## config.mk

```make
export PLATFORM = sky130hd
export DESIGN_NAME = mux16_rr_sequencer_flat
export DESIGN_NICKNAME = d
export VERILOG_FILES = /design/src/rtl/mux16_rr_sequencer_pkg.sv /design/src/rtl/mux16_rr_sequencer_if.sv /design/src/rtl/mux16_rr_sequencer_pick.sv /design/src/rtl/mux16_rr_sequencer.sv /design/src/flat_wrapper.sv
export SDC_FILE = /design/constraint.sdc
export NUM_CORES = 1
export LEC_CHECK = 0
export BUFFER_PORTS_ARGS = -buffer_cell sky130_fd_sc_hd__buf_4
export CAP_MARGIN = 20
export CELL_PAD_IN_SITES_DETAIL_PLACEMENT = 0
export CELL_PAD_IN_SITES_GLOBAL_PLACEMENT = 1
export CORE_ASPECT_RATIO = 1.2
export CORE_UTILIZATION = 37
export DETAILED_ROUTE_END_ITERATION = 12
export GPL_ROUTABILITY_DRIVEN = 0
export GPL_TIMING_DRIVEN = 0
export HOLD_SLACK_MARGIN = 0.03
export MAX_ROUTING_LAYER = met4
export PLACE_DENSITY_LB_ADDON = 0.1
export SLEW_MARGIN = 40
export SYNTH_ARGS = -nofsm -noshare
export SYNTH_HDL_FRONTEND = slang
export SYNTH_SLANG_ARGS = --single-unit
```

## constraint.sdc

```tcl
create_clock -name clk -period 3.55 [get_ports clk]
set_input_delay 0 -clock clk [delete_from_list [all_inputs] [get_ports clk]]
set_output_delay 0 -clock clk [all_outputs]
set_load 0.05 [all_outputs]
```

## src/rtl/mux16_rr_sequencer_pkg.sv

```systemverilog
// mux16_seq_pkg: shared constants and FSM state type for the mux16 round-robin sequencer.
//   NUM_CH : number of requesters (one per mux input)
//   SEL_W  : mux select width
package mux16_seq_pkg;
  localparam int NUM_CH = 16;
  localparam int SEL_W  = 4;

  typedef enum logic [1:0] {
    IDLE    = 2'd0,
    SETTLE  = 2'd1,
    PRESENT = 2'd2
  } seq_state_t;
endpackage

```

## src/rtl/mux16_rr_sequencer_if.sv

```systemverilog
// mux16_rr_sequencer_if: requester bank + mux + downstream bundle.
//   master : the sequencer side (drives ack, sel, out_*)
//   slave  : the environment side (drives req, mux_w, out_ready)
interface mux16_rr_sequencer_if;
  import mux16_seq_pkg::*;

  logic [NUM_CH-1:0] req;
  logic [NUM_CH-1:0] ack;
  logic [SEL_W-1:0]  sel;
  logic              mux_w;
  logic              out_valid;
  logic              out_ready;
  logic [SEL_W-1:0]  out_ch;
  logic              out_bit;

  modport master (
    input  req, mux_w, out_ready,
    output ack, sel, out_valid, out_ch, out_bit
  );

  modport slave (
    output req, mux_w, out_ready,
    input  ack, sel, out_valid, out_ch, out_bit
  );
endinterface

```

## src/rtl/mux16_rr_sequencer_pick.sv

```systemverilog
// rr_pick16: combinational round-robin picker.
//   req[15:0] : pending requests
//   ptr[3:0]  : highest-priority channel this round
//   any       : at least one request pending
//   idx[3:0]  : first set bit scanning ptr, ptr+1, ... wrapping 15->0
module rr_pick16
  import mux16_seq_pkg::*;
(
  input  logic [NUM_CH-1:0] req,
  input  logic [SEL_W-1:0]  ptr,
  output logic              any,
  output logic [SEL_W-1:0]  idx
);
  logic [2*NUM_CH-1:0] dbl;
  logic [NUM_CH-1:0]   rot;
  logic [SEL_W-1:0]    off;

  // Doubling the vector turns the wrap into a plain slice: rot[k] = req[(ptr+k) mod 16].
  assign dbl = {req, req};
  assign rot = dbl[{1'b0, ptr} +: NUM_CH];

  // Lowest set bit of the rotated vector; scanning downward lets the lowest win.
  always_comb begin
    off = '0;
    for (int k = NUM_CH-1; k >= 0; k--)
      if (rot[k]) off = SEL_W'(k);
  end

  assign any = |req;
  assign idx = ptr + off;
endmodule

```

## src/rtl/mux16_rr_sequencer.sv

```systemverilog
// mux16_rr_sequencer: shares one external 16:1 bit mux among 16 requesters.
// Picks a pending requester round-robin, drives sel, waits SETTLE_CYCLES,
// samples mux_w and presents {out_ch, out_bit} under valid/ready.
//   clk, rst  : clock, synchronous active-high reset
//   bus       : mux16_rr_sequencer_if.master (req/ack, sel/mux_w, out_*)
//   grant_cnt : completed handshakes, wrapping   (only with MUX16_SEQ_STATS_EN)
//   busy_cnt  : cycles in SETTLE/PRESENT, saturating (only with MUX16_SEQ_STATS_EN)
// Parameter SETTLE_CYCLES (1..15): full cycles sel is stable before mux_w is sampled.
module mux16_rr_sequencer
  import mux16_seq_pkg::*;
#(
  parameter int SETTLE_CYCLES = 1
) (
  input  logic                 clk,
  input  logic                 rst,
  mux16_rr_sequencer_if.master bus
`ifdef MUX16_SEQ_STATS_EN
  ,
  output logic [15:0]          grant_cnt,
  output logic [15:0]          busy_cnt
`endif
);
  localparam logic [3:0] CNT_LAST = 4'(SETTLE_CYCLES - 1);

  seq_state_t       state;
  logic [SEL_W-1:0] ptr;
  logic [SEL_W-1:0] sel;
  logic [3:0]       cnt;
  logic             out_valid;
  logic             out_bit;
  logic             any;
  logic [SEL_W-1:0] win;
  logic             fire;

  rr_pick16 u_pick (
    .req (bus.req),
    .ptr (ptr),
    .any (any),
    .idx (win)
  );

  assign fire = out_valid & bus.out_ready;

  always_ff @(posedge clk) begin
    if (rst) begin
      state     <= IDLE;
      sel       <= '0;
      ptr       <= '0;
      cnt       <= '0;
      out_valid <= 1'b0;
      out_bit   <= 1'b0;
    end else begin
      case (state)
        // sel only moves here, so the mux input is stable for the whole transaction.
        IDLE: if (any) begin
          sel   <= win;
          cnt   <= '0;
          state <= SETTLE;
        end
        SETTLE: begin
          cnt <= cnt + 4'd1;
          if (cnt == CNT_LAST) begin
            out_bit   <= bus.mux_w;
            out_valid <= 1'b1;
            state     <= PRESENT;
          end
        end
        PRESENT: if (bus.out_ready) begin
          out_valid <= 1'b0;
          ptr       <= sel + 4'd1;
          state     <= IDLE;
        end
        default: state <= IDLE;
      endcase
    end
  end

  assign bus.ack       = fire ? (NUM_CH'(1) << sel) : '0;
  assign bus.sel       = sel;
  assign bus.out_valid = out_valid;
  assign bus.out_ch    = sel;
  assign bus.out_bit   = out_bit;

`ifdef MUX16_SEQ_STATS_EN
  always_ff @(posedge clk) begin
    if (rst) begin
      grant_cnt <= '0;
      busy_cnt  <= '0;
    end else begin
      if (fire) grant_cnt <= grant_cnt + 16'd1;
      if (state != IDLE && busy_cnt != 16'hFFFF) busy_cnt <= busy_cnt + 16'd1;
    end
  end
`endif
endmodule

```

## src/flat_wrapper.sv

```systemverilog
// flat-port wrapper written by rule: the top's interface ports become plain ports
module mux16_rr_sequencer_flat import mux16_seq_pkg::*;
#(
  parameter int SETTLE_CYCLES = 1
)
  (clk, rst, bus_req, bus_mux_w, bus_out_ready, bus_ack, bus_sel, bus_out_valid, bus_out_ch, bus_out_bit);
  mux16_rr_sequencer_if bus_i ();
  input  logic clk;
  input  logic rst;
  input wire logic [$bits(bus_i.req)-1:0] bus_req;
  input wire logic [$bits(bus_i.mux_w)-1:0] bus_mux_w;
  input wire logic [$bits(bus_i.out_ready)-1:0] bus_out_ready;
  output wire logic [$bits(bus_i.ack)-1:0] bus_ack;
  output wire logic [$bits(bus_i.sel)-1:0] bus_sel;
  output wire logic [$bits(bus_i.out_valid)-1:0] bus_out_valid;
  output wire logic [$bits(bus_i.out_ch)-1:0] bus_out_ch;
  output wire logic [$bits(bus_i.out_bit)-1:0] bus_out_bit;
  assign bus_i.req = bus_req;
  assign bus_i.mux_w = bus_mux_w;
  assign bus_i.out_ready = bus_out_ready;
  assign bus_ack = bus_i.ack;
  assign bus_sel = bus_i.sel;
  assign bus_out_valid = bus_i.out_valid;
  assign bus_out_ch = bus_i.out_ch;
  assign bus_out_bit = bus_i.out_bit;
  mux16_rr_sequencer #(.SETTLE_CYCLES(SETTLE_CYCLES)) u_core (.clk(clk), .rst(rst), .bus(bus_i));
endmodule
```

==> results.ini <==
[power_and_ir_drop]
powerDensity_nw_per_um2=278
seqPwrFrac_pct=28.3
p_comb_share_pct=54.0
internal-power_uw=448
p_leak_nw=1.16
p_switching_uw=323
peakVddDrop_mv=0.238
power.clock.fraction_pct=17.7
switching_share_pct=41.9

[clock_network]
cts_buffers=3
clockBufferDepth=2
path_clk_slew_ns=0.06
htree_levels=1
root_buffer=clkbuf_8
cts.sinks=16
insertion_delay_ns=0.25
tritoncts=built

[outcome]
violations=negative setup slack
outcome=finished with violations

[grt]
grt_pass1_wl_microns=10000
antenna_found_initial=0
use_met3_pct=2.16
grt_use_total_pct=21.4
grt_max_degree=11
use_met2_pct=36.9
grt_use_met1_pct=23.9
grt_pass1_vias=2119
overflow=0
busiest_layer=met2

[layout]
finalNetCount=352
nFillCells=542
stdcell_count=380
n_antenna_cell=0
final_cell_area_sq_um=2780
area_growth_syn_to_layout_pct=32.3
multiInputGateArea_sq_um=1680
final_common_cell=buf_4
final_layout_size_suffix_gt1_share_pct=36.5
seq_area_sq_um=324
final_cell_mix=buf_4, nor2_1, nand2_1
post-route-util_pct=51.7

[critical_path]
crit_fanout=8
required_ns=3.73
crit_type=reg -> reg
crit_path_end_kind=flop
worstPathArrival_ns=3.74
start_kind=flop

[placed_design]
place_hpwl_microns=4600
numPortBuffers=44
place_area_sq_um=2510
dp_cells=357

[yosys]
synth_edf_count=0
yosysSeqAreaShare_pct=15.3
synth-async-reset-ratio_pct=0
yosysWarnings=0
syn_inst=251
avgSynthCellArea_sq_um=8.36
ys_types=57
syn_area_sq_um=2100
synth_nets=283
ys_dominant_reg_cell=dfxtp_1
synth-seq-cells=16

[detailed_routing]
wl_per_cell_microns=15.9
dr.pass1.iters=4
drt-initial-drc-count=72
vias=2167
wirelength_microns=6030
drc_errors=0
viasPerCell=5.70
ant_nets=0

[floorplan]
initial_core_util_pct=39.1
die_y_microns=84.5
fp.coreArea_sq_um=5370
die_w_microns=70.7
ioPinCount=46
die_area_sq_um=5980
rows=29

[job]
cap_violations=0

[sta]
hold_violations=0
fin_ws_ns=-0.00289
tns_ns=-0.00289
skew_ns=0.00441
slew_violations=0
rsz0062_at_grt=true
fin_crit_ns=3.55
fin_crit_sh_pct=100
fmax_mhz=281
worstMarginPinSlew_ns=0.508
relSlewSlack_pct=66.2
whs_ns=0.0695
setup_viol=1

[min_path]
hold_class=in -> reg

==> power groups by stage <==
| stage | Combinational [mW] | Clock (mW) | Sequential (mW) |
|---|---|---|---|
| 2_1_floorplan | 0.243 | 0 | 0.245 |
| 3_3_place_gp | 0.375 | 0 | 0.222 |
| 3_5_place_dp | 0.374 | 0 | 0.223 |
| 4_1_cts | 0.396 | 0.140 | 0.218 |
| 5_1_grt | 0.451 | 0.147 | 0.221 |
| 6_report | 0.417 | 0.136 | 0.218 |
==> cells in the mapped netlist (3+ instances only) <==
cell type	count	area [sq um]
nor3_1	8	40.0
clkbuf_1	9	33.8
buf_4	4	30.0
or2_1	3	18.8
a21oi_1	16	80.1
nor2_1	31	116
nand2b_1	8	50.1
o21ai_0	4	20.0
nor4_1	4	25.0
mux4_2	16	360
nand3_1	11	55.1
nand2_1	24	90.1
dfxtp_1	16	320
a21o_1	3	22.5
mux2_2	5	56.3
a211oi_1	8	60.1
ha_1	11	138
inv_1	5	18.8
mux2i_1	10	100
xor2_1	3	26.3
==> path summary, 6_finish.rpt <==
kind | start | endpoint | slack [ns] | cells past startpoint
worst min-delay path | bus_out_ready | u_core.state[1] | 0.07 | 4
worst max register to register | u_core.ptr[1] | u_core.bus.out_ch[3] | -0.003 | 15
worst min register to register | u_core.cnt[3] | u_core.cnt[3] | 0.48 | 2
worst max-delay path | u_core.ptr[1] | u_core.bus.out_ch[3] | -0.003 | 15
==> worst max-delay path, stage by stage, from the launching register on <==
cell,delay (ns)
dfxtp_4,0.36
buf_12,0.13
mux4_2,0.54
buf_6,0.15
a22o_1,0.20
nand3b_1,0.19
o22ai_1,0.21
a21oi_1,0.09
o21a_1,0.18
o311a_1,0.36
ha_1,0.30
a21o_1,0.17
a21oi_2,0.17
nand2b_1,0.07
a211o_1,0.24
o211ai_2,0.13
==> registers in the layout, indices dropped and copies added (netlist names) <==
register	flops
u_core.bus.out_bit	1
u_core.ptr	4
u_core.bus.out_ch	4
u_core.bus.out_valid	1
u_core.cnt	4
u_core.state	2
==> layer usage <==
metal,vias up,routed length (microns)
li1,1067,-
met1,1025,2430
met2,59,3190
met3,16,195
met4,0,214
met5,-,0
==> layout make-up <==
class	count	share of cell area, %
Multi-Input combinational cell	207	60.4
Timing Repair Buffer	64	17.7
Buffer	19	4.73
Tap cell	62	2.79
Sequential cell	16	11.7
Clock buffer	3	1.49
Inverter	9	1.22
==> stage by stage <==
step	worst slack, ns	power (mW)
after global routing	-0.191	0.819
final	-0.00289	0.771
after floorplan	0.0330	0.488
after detailed placement	-0.296	0.597
after global placement	-0.311	0.597
after CTS	0.00303	0.754
==> cell families (layout without fill, tap and decap cells) <==
| logic type | after synthesis | after routing | share of synthesized area, % |
|---|---|---|---|
| compound gates | 54 | 54 | 17.8 |
| xor+xnor | 3 | 3 | 1.25 |
| fa+ha+maj | 12 | 12 | 7.51 |
| buf+inv | 28 | 95 | 6.56 |
| flops | 16 | 16 | 15.3 |
| mux | 33 | 33 | 26.4 |
| simple gates | 105 | 105 | 25.2 |
==> repair_timing <==
action                                  in CTS  in global routing
resized for setup                            9                 13
hold buffers                                 1                  0
buffers inserted                            10                  9
pin swaps                                    4                 15
hold endpoints to repair                     1                  0
endpoints found under the setup margin       3                  3
No activity file was read; power rests on OpenSTA's default activity.
